### src/rtl/lsu_pkg.sv
// Shared types and constants for the load/store unit: load/store selectors,
// FSM state encoding, access size, and small alignment helpers.
package lsu_pkg;

    localparam int XLEN_DEF = 32;

    localparam logic [2:0] DRAM_RD_NONE = 3'd0;
    localparam logic [2:0] DRAM_RD_B    = 3'd1;
    localparam logic [2:0] DRAM_RD_H    = 3'd2;
    localparam logic [2:0] DRAM_RD_W    = 3'd3;
    localparam logic [2:0] DRAM_RD_BU   = 3'd4;
    localparam logic [2:0] DRAM_RD_HU   = 3'd5;

    localparam logic [1:0] DRAM_WR_NONE = 2'd0;
    localparam logic [1:0] DRAM_WR_B    = 2'd1;
    localparam logic [1:0] DRAM_WR_H    = 2'd2;
    localparam logic [1:0] DRAM_WR_W    = 2'd3;

    typedef enum logic [1:0] {
        IDLE = 2'd0,
        REQ  = 2'd1,
        WAIT = 2'd2,
        DONE = 2'd3
    } lsu_state_t;

    typedef enum logic [1:0] {
        SZ_B = 2'd0,
        SZ_H = 2'd1,
        SZ_W = 2'd2
    } lsu_size_t;

    // Unused load encodings fall back to a full word access.
    function automatic lsu_size_t rd_size(input logic [2:0] sel);
        case (sel)
            DRAM_RD_B, DRAM_RD_BU: rd_size = SZ_B;
            DRAM_RD_H, DRAM_RD_HU: rd_size = SZ_H;
            default:               rd_size = SZ_W;
        endcase
    endfunction

    function automatic lsu_size_t wr_size(input logic [1:0] sel);
        case (sel)
            DRAM_WR_B: wr_size = SZ_B;
            DRAM_WR_H: wr_size = SZ_H;
            default:   wr_size = SZ_W;
        endcase
    endfunction

    function automatic logic is_misaligned(input lsu_size_t sz, input logic [1:0] lo);
        case (sz)
            SZ_H:    is_misaligned = lo[0];
            SZ_W:    is_misaligned = (lo != 2'b00);
            default: is_misaligned = 1'b0;
        endcase
    endfunction

    function automatic logic [1:0] force_align(input lsu_size_t sz, input logic [1:0] lo);
        case (sz)
            SZ_H:    force_align = {lo[1], 1'b0};
            SZ_W:    force_align = 2'b00;
            default: force_align = lo;
        endcase
    endfunction

endpackage

### src/rtl/lsu_if.sv
// DRAM-side request/response bus of the load/store unit.
// master = LSU (drives request), slave = memory (drives grant/read data).
interface lsu_if #(
    parameter int XLEN = 32
);
    logic            dram_req_o;
    logic            dram_we_o;
    logic [XLEN-1:0] dram_addr_o;
    logic [3:0]      dram_be_o;
    logic [XLEN-1:0] dram_wr_data_o;
    logic            dram_gnt_i;
    logic            dram_rvalid_i;
    logic [XLEN-1:0] dram_rdata_i;

    modport master (
        output dram_req_o,
        output dram_we_o,
        output dram_addr_o,
        output dram_be_o,
        output dram_wr_data_o,
        input  dram_gnt_i,
        input  dram_rvalid_i,
        input  dram_rdata_i
    );

    modport slave (
        input  dram_req_o,
        input  dram_we_o,
        input  dram_addr_o,
        input  dram_be_o,
        input  dram_wr_data_o,
        output dram_gnt_i,
        output dram_rvalid_i,
        output dram_rdata_i
    );
endinterface

### src/rtl/lsu_align.sv
// Lane logic: byte enables, store data replication and load data shifting.
// Purely combinational; zero latency, no backpressure.
module lsu_align
    import lsu_pkg::*;
#(
    parameter int XLEN = 32
) (
    input  lsu_size_t       size_i,
    input  logic [1:0]      addr_lo_i,
    input  logic [XLEN-1:0] wr_data_i,
    input  logic [XLEN-1:0] rdata_i,
    output logic [3:0]      be_o,
    output logic [XLEN-1:0] wr_data_o,
    output logic [XLEN-1:0] rd_data_o
);

    logic [XLEN-1:0] shifted;

    always_comb begin
        be_o      = 4'b1111;
        wr_data_o = wr_data_i;
        rd_data_o = rdata_i;
        shifted   = rdata_i;
        case (size_i)
            SZ_B: begin
                be_o      = 4'b0001 << addr_lo_i;
                wr_data_o = {4{wr_data_i[7:0]}};
                shifted   = rdata_i >> {addr_lo_i, 3'b000};
                rd_data_o = {24'b0, shifted[7:0]};
            end
            SZ_H: begin
                be_o      = 4'b0011 << {addr_lo_i[1], 1'b0};
                wr_data_o = {2{wr_data_i[15:0]}};
                shifted   = rdata_i >> {addr_lo_i[1], 4'b0000};
                rd_data_o = {16'b0, shifted[15:0]};
            end
            default: begin
                be_o      = 4'b1111;
                wr_data_o = wr_data_i;
                rd_data_o = rdata_i;
            end
        endcase
    end

endmodule

### src/rtl/lsu.sv
// Load/store unit: single outstanding DRAM access, FSM IDLE->REQ->(WAIT)->DONE.
// Latency: store 2 cycles, load 3 cycles minimum; stall_o holds EX while busy.
// Optional LSU_MISALIGN_TRAP_EN: trap misaligned H/W accesses instead of realigning.
module lsu
    import lsu_pkg::*;
#(
    parameter int XLEN = 32
) (
    input  logic            clk_i,
    input  logic            rst_n_i,
    input  logic            req_i,
    input  logic [XLEN-1:0] addr_i,
    input  logic [XLEN-1:0] wr_data_i,
    input  logic [2:0]      rd_sel_i,
    input  logic [1:0]      wr_sel_i,
    output logic            stall_o,
    lsu_if.master           dram,
    output logic [2:0]      dram_rd_sel_o,
    output logic [XLEN-1:0] dram_rd_data_o,
    output logic            done_o
`ifdef LSU_MISALIGN_TRAP_EN
    ,
    output logic            misalign_o
`endif
);

    lsu_state_t      state_q,  state_d;
    logic [XLEN-1:0] addr_q,   addr_d;
    logic [XLEN-1:0] wdata_q,  wdata_d;
    logic [XLEN-1:0] rdata_q,  rdata_d;
    logic [2:0]      rd_sel_q, rd_sel_d;
    logic            load_q,   load_d;
    lsu_size_t       size_q,   size_d;
`ifdef LSU_MISALIGN_TRAP_EN
    logic            misalign_q, misalign_d;
`endif

    logic            is_load;
    logic            start;
    lsu_size_t       size_in;
    logic [3:0]      be_w;
    logic [XLEN-1:0] wr_rep_w;
    logic [XLEN-1:0] rd_shift_w;

    // A load wins when both selectors are set; the store half is dropped.
    assign is_load = (rd_sel_i != DRAM_RD_NONE);
    assign start   = req_i && (is_load || (wr_sel_i != DRAM_WR_NONE));
    assign size_in = is_load ? rd_size(rd_sel_i) : wr_size(wr_sel_i);

    always_comb begin
        state_d  = state_q;
        addr_d   = addr_q;
        wdata_d  = wdata_q;
        rdata_d  = rdata_q;
        rd_sel_d = rd_sel_q;
        load_d   = load_q;
        size_d   = size_q;
`ifdef LSU_MISALIGN_TRAP_EN
        misalign_d = misalign_q;
`endif
        case (state_q)
            IDLE: begin
                if (start) begin
                    addr_d   = {addr_i[XLEN-1:2], force_align(size_in, addr_i[1:0])};
                    wdata_d  = wr_data_i;
                    load_d   = is_load;
                    size_d   = size_in;
                    rd_sel_d = is_load ? rd_sel_i : DRAM_RD_NONE;
                    state_d  = REQ;
`ifdef LSU_MISALIGN_TRAP_EN
                    if (is_misaligned(size_in, addr_i[1:0])) begin
                        misalign_d = 1'b1;
                        rd_sel_d   = DRAM_RD_NONE;
                        state_d    = DONE;
                    end
`endif
                end
            end
            REQ: begin
                if (dram.dram_gnt_i) begin
                    state_d = load_q ? WAIT : DONE;
                end
            end
            WAIT: begin
                if (dram.dram_rvalid_i) begin
                    rdata_d = dram.dram_rdata_i;
                    state_d = DONE;
                end
            end
            DONE: begin
                state_d = IDLE;
`ifdef LSU_MISALIGN_TRAP_EN
                misalign_d = 1'b0;
`endif
            end
            default: state_d = IDLE;
        endcase
    end

    always_ff @(posedge clk_i or negedge rst_n_i) begin
        if (!rst_n_i) begin
            state_q  <= IDLE;
            addr_q   <= '0;
            wdata_q  <= '0;
            rdata_q  <= '0;
            rd_sel_q <= DRAM_RD_NONE;
            load_q   <= 1'b0;
            size_q   <= SZ_B;
`ifdef LSU_MISALIGN_TRAP_EN
            misalign_q <= 1'b0;
`endif
        end else begin
            state_q  <= state_d;
            addr_q   <= addr_d;
            wdata_q  <= wdata_d;
            rdata_q  <= rdata_d;
            rd_sel_q <= rd_sel_d;
            load_q   <= load_d;
            size_q   <= size_d;
`ifdef LSU_MISALIGN_TRAP_EN
            misalign_q <= misalign_d;
`endif
        end
    end

    lsu_align #(
        .XLEN(XLEN)
    ) u_align (
        .size_i    (size_q),
        .addr_lo_i (addr_q[1:0]),
        .wr_data_i (wdata_q),
        .rdata_i   (rdata_q),
        .be_o      (be_w),
        .wr_data_o (wr_rep_w),
        .rd_data_o (rd_shift_w)
    );

    // Bus outputs are driven straight from state so reset drops them at once.
    always_comb begin
        dram.dram_req_o     = (state_q == REQ);
        dram.dram_we_o      = (state_q == REQ) && !load_q;
        dram.dram_addr_o    = (state_q == REQ) ? {addr_q[XLEN-1:2], 2'b00} : '0;
        dram.dram_be_o      = (state_q == REQ) ? be_w : 4'b0000;
        dram.dram_wr_data_o = (state_q == REQ) ? wr_rep_w : '0;
    end

    assign done_o         = (state_q == DONE);
    assign dram_rd_sel_o  = (state_q == DONE) ? rd_sel_q : DRAM_RD_NONE;
    assign dram_rd_data_o = ((state_q == DONE) && (rd_sel_q != DRAM_RD_NONE)) ? rd_shift_w : '0;
    assign stall_o        = ((state_q == IDLE) && start) || (state_q == REQ) || (state_q == WAIT);
`ifdef LSU_MISALIGN_TRAP_EN
    assign misalign_o     = (state_q == DONE) && misalign_q;
`endif

endmodule

### src/flat_wrapper.sv
// flat-port wrapper written by rule: the top's interface ports become plain ports
module lsu_flat import lsu_pkg::*;
#(
    parameter int XLEN = 32
)
  (clk_i, rst_n_i, req_i, addr_i, wr_data_i, rd_sel_i, wr_sel_i, stall_o, dram_rd_sel_o, dram_rd_data_o, done_o, dram_dram_req_o, dram_dram_we_o, dram_dram_addr_o, dram_dram_be_o, dram_dram_wr_data_o, dram_dram_gnt_i, dram_dram_rvalid_i, dram_dram_rdata_i);
  lsu_if #(.XLEN(XLEN)) dram_i ();
  input  logic clk_i;
  input  logic rst_n_i;
  input  logic req_i;
  input  logic [XLEN-1:0] addr_i;
  input  logic [XLEN-1:0] wr_data_i;
  input  logic [2:0] rd_sel_i;
  input  logic [1:0] wr_sel_i;
  output logic stall_o;
  output logic [2:0] dram_rd_sel_o;
  output logic [XLEN-1:0] dram_rd_data_o;
  output logic done_o;
  output wire logic [$bits(dram_i.dram_req_o)-1:0] dram_dram_req_o;
  output wire logic [$bits(dram_i.dram_we_o)-1:0] dram_dram_we_o;
  output wire logic [$bits(dram_i.dram_addr_o)-1:0] dram_dram_addr_o;
  output wire logic [$bits(dram_i.dram_be_o)-1:0] dram_dram_be_o;
  output wire logic [$bits(dram_i.dram_wr_data_o)-1:0] dram_dram_wr_data_o;
  input wire logic [$bits(dram_i.dram_gnt_i)-1:0] dram_dram_gnt_i;
  input wire logic [$bits(dram_i.dram_rvalid_i)-1:0] dram_dram_rvalid_i;
  input wire logic [$bits(dram_i.dram_rdata_i)-1:0] dram_dram_rdata_i;
  assign dram_dram_req_o = dram_i.dram_req_o;
  assign dram_dram_we_o = dram_i.dram_we_o;
  assign dram_dram_addr_o = dram_i.dram_addr_o;
  assign dram_dram_be_o = dram_i.dram_be_o;
  assign dram_dram_wr_data_o = dram_i.dram_wr_data_o;
  assign dram_i.dram_gnt_i = dram_dram_gnt_i;
  assign dram_i.dram_rvalid_i = dram_dram_rvalid_i;
  assign dram_i.dram_rdata_i = dram_dram_rdata_i;
  lsu #(.XLEN(XLEN)) u_core (.clk_i(clk_i), .rst_n_i(rst_n_i), .req_i(req_i), .addr_i(addr_i), .wr_data_i(wr_data_i), .rd_sel_i(rd_sel_i), .wr_sel_i(wr_sel_i), .stall_o(stall_o), .dram(dram_i), .dram_rd_sel_o(dram_rd_sel_o), .dram_rd_data_o(dram_rd_data_o), .done_o(done_o));
endmodule
### config.mk
export PLATFORM = sky130hd
export DESIGN_NAME = lsu_flat
export DESIGN_NICKNAME = d
export VERILOG_FILES = /design/src/rtl/lsu_pkg.sv /design/src/rtl/lsu_if.sv /design/src/rtl/lsu_align.sv /design/src/rtl/lsu.sv /design/src/flat_wrapper.sv
export SDC_FILE = /design/constraint.sdc
export NUM_CORES = 1
export LEC_CHECK = 0
export CORE_ASPECT_RATIO = 0.75
export CORE_MARGIN = 4
export CORE_UTILIZATION = 40
export DETAILED_ROUTE_END_ITERATION = 7
export DONT_BUFFER_PORTS = 1
export PLACE_DENSITY = 0.63
export SYNTH_ARGS = -nofsm -noshare
export SYNTH_HDL_FRONTEND = slang
export SYNTH_SLANG_ARGS = --single-unit
export TNS_END_PERCENT = 1
### constraint.sdc
create_clock -name clk_i -period 2 [get_ports clk_i]
set_input_delay 0.2 -clock clk_i [delete_from_list [all_inputs] [get_ports clk_i]]
set_output_delay 0.2 -clock clk_i [all_outputs]
set_load 0.005 [all_outputs]
Yosys cells after proc, flatten, opt, wreduce, memory -nomap -nowiden
Index checks and enable logic that the tools add are counted.
{"block": "classes", "reduce_logical": 18, "eq_ne": 15, "shift": 4, "n_mux": 18}
{"op": "$pmux W32 S2", "count": 2}
{"op": "$mux W32", "count": 3}
{"op": "$shr A32 B5 Y16", "count": 1}
{"op": "$shr A32 B5 Y8", "count": 1}
{"op": "$pmux W2 S2", "count": 3}
{"op": "$eq A2 B1 Y1 const B", "count": 4}
{"op": "$eq A2 B2 Y1 const B", "count": 4}
{"op": "$mux W2", "count": 4}
{"op": "$pmux W2 S4", "count": 1}
{"op": "$pmux W4 S2", "count": 1}
{"op": "$eq A3 B3 Y1 const B", "count": 2}
{"op": "$mux W3", "count": 2}
{"op": "$reduce_bool A3 Y1", "count": 2}
{"op": "$logic_and A1 B1 Y1", "count": 4}
{"op": "$logic_not A2 Y1", "count": 2}
{"op": "$mux W4", "count": 1}
{"op": "$ne A2 B1 Y1 const B", "count": 2}
{"op": "$reduce_and A2 Y1", "count": 2}
{"op": "$reduce_or A2 Y1", "count": 2}
{"op": "$shl A1 B2 Y4 const A", "count": 1}
{"op": "$shl A2 B2 Y4 const A", "count": 1}
{"op": "$eq A3 B1 Y1 const B", "count": 1}
{"op": "$eq A3 B2 Y1 const B", "count": 1}
{"op": "$logic_or A1 B1 Y1", "count": 3}
{"op": "5 further kinds", "count": 5}
{"block": "word_totals", "wordCells": 62, "inputBits": 106, "ff_bits": 104}

Longest topological paths before layout
Gate-level depths: netlist of run 1.
{"block": "logic_depth", "word_depth": 6, "depth_mapped": 8, "ltp_nobuf": 7}

Cells and area by module
A second synthesis of run 1 with hierarchy kept.
{"block": "unflattened", "hier_cells": 498, "hier_area_um2": 6037.0}
{"module": "lsu", "seq_area_each_um2": 2602.5, "area_per_inst_um2": 5039.8, "n_inst": 1, "cells_per_inst": 371}
{"module": "lsu_align", "seq_area_each_um2": 0.0, "area_per_inst_um2": 997.2, "n_inst": 1, "cells_per_inst": 127}

Worst setup path before layout of run 1
Ideal clock, no wire load.
{"block": "synth_path", "path_type": "reg2out", "from": "reg u_core.state_q[1]", "to": "out stall_o", "path_stages_with_launch": 7, "arrival_time_ns": 1.467, "t_required_ns": 1.800, "slack_ns": 0.333, "path_cell_list": "dfrtp_1 -> inv_1 -> ha_1 -> inv_1 -> clkbuf_1 -> buf_1 -> nand3_1"}
{"item": "start, declared", "line_no": "lsu.sv:27", "source": "lsu_state_t state_q, state_d;"}
{"item": "start signal, assigned", "line_no": "lsu.sv:113", "source": "state_q <= state_d;"}
{"item": "$eq A2 B1 Y1"}
{"item": "named net dram_dram_req_o", "line_no": "flat_wrapper.sv:19", "source": "output wire logic [$bits(dram_i.dram_req_o)-1:0] dram_dram_req_o;"}
{"item": "$logic_or A1 B1 Y1 (2 in a row)", "line_no": "lsu.sv:150", "source": "assign stall_o = ((state_q == IDLE) && start) || (state_q == REQ) || (state_q == WAIT);"}
{"item": "end, declared", "line_no": "flat_wrapper.sv:15", "source": "output logic stall_o;"}
The timed path passes the listed nets, and every way through them passes these cells.

Final worst setup path of run 1
{"block": "layout_path", "from": "reg u_core.state_q[1]", "to": "out dram_rd_data_o[2]"}
{"block": "layout_between", "elab_chain_cells": 3}
{"item": "$eq A2 B2 Y1"}
{"item": "named net done_o", "line_no": "flat_wrapper.sv:18", "source": "output logic done_o;"}
{"item": "$logic_and A1 B1 Y1", "line_no": "lsu.sv:149", "source": "assign dram_rd_data_o = ((state_q == DONE) && (rd_sel_q != DRAM_RD_NONE)) ? rd_shift_w : '0;"}
{"item": "$mux W32", "line_no": "lsu.sv:149"}
{"item": "end, declared", "line_no": "flat_wrapper.sv:17", "source": "output logic [XLEN-1:0] dram_rd_data_o;"}
The timed path passes the listed nets, and every way through them passes these cells.

==> flow_metrics.env, run 1 <==
export IMPL_run_status="finished, violations left"
export IMPL_failing_checks="negative hold slack"
export IMPL_worst_endpoint_required_ns=1.80
export IMPL_worst_path_max_fanout=16
export IMPL_crit_path_top_delay_cell="sky130_fd_sc_hd__dfrtp_1"
export IMPL_final_net_count=699
export IMPL_cap_viol_max_count=0
export IMPL_reg2reg_depth=5
export IMPL_synth_warnings=0
export IMPL_critical_path_stages=4
export IMPL_synth_top_flop_cell="sky130_fd_sc_hd__dfrtp_1"
export IMPL_vdd_drop_max_mv=0.565
export IMPL_worst_endpoint_arrival_ns=1.73
export IMPL_crit_buf_inv=1
export IMPL_vias=4155
export IMPL_fillers=1189
export IMPL_netlist_instances=494
export IMPL_layout_cells_most_common_list="sky130_fd_sc_hd__dfrtp_1, sky130_fd_sc_hd__dlygate4sd3_1, sky130_fd_sc_hd__mux2_4, sky130_fd_sc_hd__mux2_2, sky130_fd_sc_hd__and2_1"
export IMPL_cts_root_buf="sky130_fd_sc_hd__clkbuf_16"
export IMPL_globalRouteOverflowTotal=0
export IMPL_drive_gt1_share_pct=25.3
export IMPL_die_area_mm2=0.0163
export IMPL_timing_critical_path_from_type="flop"
export IMPL_worstSetupPathType="reg -> out"
export IMPL_antenna_cells_inserted=0
export IMPL_synth_async_reset_ratio_pct=100
export IMPL_worst_case_clock_skew_ns=0.00659
export IMPL_final_common_cell="sky130_fd_sc_hd__dfrtp_1"
export IMPL_fin_tns_setup_ns=0
export IMPL_final_period_demand_of_the_worst_path_ns=1.93
export IMPL_grt_first_pass_wirelength_um=24800
export IMPL_place_port_buffers=0
export IMPL_drt_iter0_markers=199
export IMPL_grt_max_degree=105
export IMPL_core_area_mm2=0.0138
export IMPL_place_hpwl_um=10100
export IMPL_number_of_global_route_vias_before_repair=4455
export IMPL_report_final_setup_viol=0
export IMPL_drt_total_wl_um=15700
export IMPL_htreeDepth=3
export IMPL_worst_relative_slew_slack_pct=61.4
export IMPL_place_congestion=0.806
export IMPL_path_cells="ha_1 > o31ai_2 > buf_4 > a211oi_2"
export IMPL_cts_buffer_depth=2
export IMPL_chipHeight_um=112
export IMPL_core_rowCount=37
export IMPL_critical_path_max_stage_delay_ns=0.41
export IMPL_drt_pass1_iterations=5
export IMPL_synthToLayoutAreaGrowth_pct=26.3
export IMPL_antenna_found_initial=0
export IMPL_fin_worst_hold_slack_ns=-0.453
export IMPL_cell_type_group_with_the_largest_total_delay_on_the_critical_path="flip-flops"
export IMPL_syn_cell_area_mm2=0.00572
export IMPL_routed_via_density=5.43
export IMPL_grt_usage_pct=19.1
export IMPL_drc=0
export IMPL_die_x_um=146
export IMPL_initial_utilization_pct=41.3
export IMPL_worst_hold_path_class="in -> async"
export IMPL_max_clock_freq_mhz=518
export IMPL_hold_viol=104
export IMPL_number_of_enable_flip_flop_cells_after_synthesis=0
export IMPL_cts_buffers=9
export IMPL_post_synth_num_cell_types=34
export IMPL_final_min_period_over_clock_period_pct=96.5
export IMPL_num_io_pins=213
export IMPL_rsz0062_at_grt="true"
export IMPL_routed_wire_length_per_instance_um=20.5
export IMPL_static_leakage_power_nw=3.35
export IMPL_postSynthAreaPerCell_um2=11.6
export IMPL_ys_ff_latch=104
export IMPL_clock_tree_from_tritoncts="done"
export IMPL_final_max_slew_viol_count=0
export IMPL_clk_latency_ns=0.34
export IMPL_critical_path_endpoint_type="output port"
export IMPL_power_density_cell_area_mw_per_mm2=1530
export IMPL_clkTransAtPathRegs_ns=0.07
export IMPL_detail_route_antenna_nets=0
export IMPL_timing_worst_slew_pin_value_ns=0.579
export IMPL_yosysSeqAreaShare_pct=45.5
export IMPL_clock_sinks=104
==> area by class of cell <==
type	count	area, µm²	share of cell area (%)
Timing Repair Buffer	117	1190	16.5
Sequential cell	104	2610	36.1
Multi-Input combinational cell	344	2880	39.9
Clock inverter	6	52.6	0.727
Tap cell	175	219	3.03
Inverter	9	33.8	0.467
Clock buffer	10	239	3.31
==> flip-flops by register name, indices dropped and copies added, names as in the netlist <==
| signal | flops |
|---|---|
| u_core.addr_q | 32 |
| u_core.load_q | 1 |
| u_core.rd_sel_q | 3 |
| u_core.rdata_q | 32 |
| u_core.size_q | 2 |
| u_core.state_q | 2 |
| u_core.wdata_q | 32 |
==> power breakdown <==
group | switching, mW | total, mW | internal (mW)
combinational | 2.43 | 5.19 | 2.76
sequential | 0.961 | 4.15 | 3.19
clock | 0.817 | 1.71 | 0.894
==> path summary, 6_finish.rpt <==
check                                        from                 end  slack (ns)
worst min-delay path                      rst_n_i  u_core.rdata_q[25]       -0.45
min in group clk_i                      addr_i[1]    u_core.addr_q[1]        0.01
worst min register to register  u_core.addr_q[21]   u_core.addr_q[21]        0.51
worst max-delay path            u_core.state_q[1]   dram_rd_data_o[2]        0.07
max in group asynchronous                 rst_n_i    u_core.addr_q[8]        2.28
worst max register to register  u_core.state_q[1]  u_core.wdata_q[20]        0.31
==> cell usage after synthesis, types with 2 or more instances <==
master	number	area, µm²
sky130_fd_sc_hd__mux2_2	47	529
sky130_fd_sc_hd__clkbuf_1	21	78.8
sky130_fd_sc_hd__inv_1	9	33.8
sky130_fd_sc_hd__mux2i_1	16	160
sky130_fd_sc_hd__a211oi_1	8	60.1
sky130_fd_sc_hd__and3_1	16	100
sky130_fd_sc_hd__buf_1	5	18.8
sky130_fd_sc_hd__o22ai_1	17	106
sky130_fd_sc_hd__dfrtp_1	104	2600
sky130_fd_sc_hd__a22oi_1	9	67.6
sky130_fd_sc_hd__buf_12	6	120
sky130_fd_sc_hd__a21o_1	16	120
sky130_fd_sc_hd__ha_1	8	100
sky130_fd_sc_hd__mux2_1	3	33.8
sky130_fd_sc_hd__and2_1	41	257
sky130_fd_sc_hd__buf_2	2	10.0
sky130_fd_sc_hd__buf_4	3	22.5
sky130_fd_sc_hd__o21ai_0	18	90.1
sky130_fd_sc_hd__nand2_1	16	60.1
sky130_fd_sc_hd__mux2_4	50	751
sky130_fd_sc_hd__a21oi_1	21	105
sky130_fd_sc_hd__nor2b_1	9	56.3
sky130_fd_sc_hd__nor2_1	38	143
==> routing by layer <==
layer	track usage, %	up-vias	routed length, µm
met4	6.39	0	297
li1	-	1899	-
met3	5.37	22	983
met1	24.4	2061	6840
met2	31.5	173	7580
met5	0	-	0
==> what timing repair did <==
item                                    4_1_cts  5_1_grt
pin swaps                                     0        1
hold buffers                                 95        2
endpoints found under the setup margin       24       23
setup buffers                                 0        0
resized for setup                             6       10
gates cloned                                  1        0
hold endpoints to repair                    199      106
==> cell families after synthesis <==
kind of cell,synth area share [%]
fa+ha+maj,1.75
buf+inv,5.16
simple gates,11.2
mux,25.8
compound gates,10.5
flops,45.5
other cells,0.0655
==> metrics by stage <==
stage	utilization (%)	instances	setup WS, ns	total power [mW]	area [µm²]
final	52.2	765	0.0702	11.1	7230
after global routing	52.2	765	-0.0197	11.8	7230
after CTS	51.8	763	0.00977	11.0	7170
after detailed placement	42.4	651	0.284	8.95	5870
after global placement	42.4	651	0.351	8.77	5870
after floorplan	-	495	0.333	7.79	5730
No activity file was read; power rests on OpenSTA's default activity.
==> run 2: changes to the inputs <==
--- a/config.mk
+++ b/config.mk
@@ -11,6 +11,7 @@
 export DETAILED_ROUTE_END_ITERATION = 7
 export DONT_BUFFER_PORTS = 1
 export PLACE_DENSITY = 0.63
+export SLEW_MARGIN = 20
 export SYNTH_ARGS = -nofsm -noshare
 export SYNTH_HDL_FRONTEND = slang
 export SYNTH_SLANG_ARGS = --single-unit
==> results of run 2 <==
The final DEF is identical to that of run 1; final timing and power are the same.
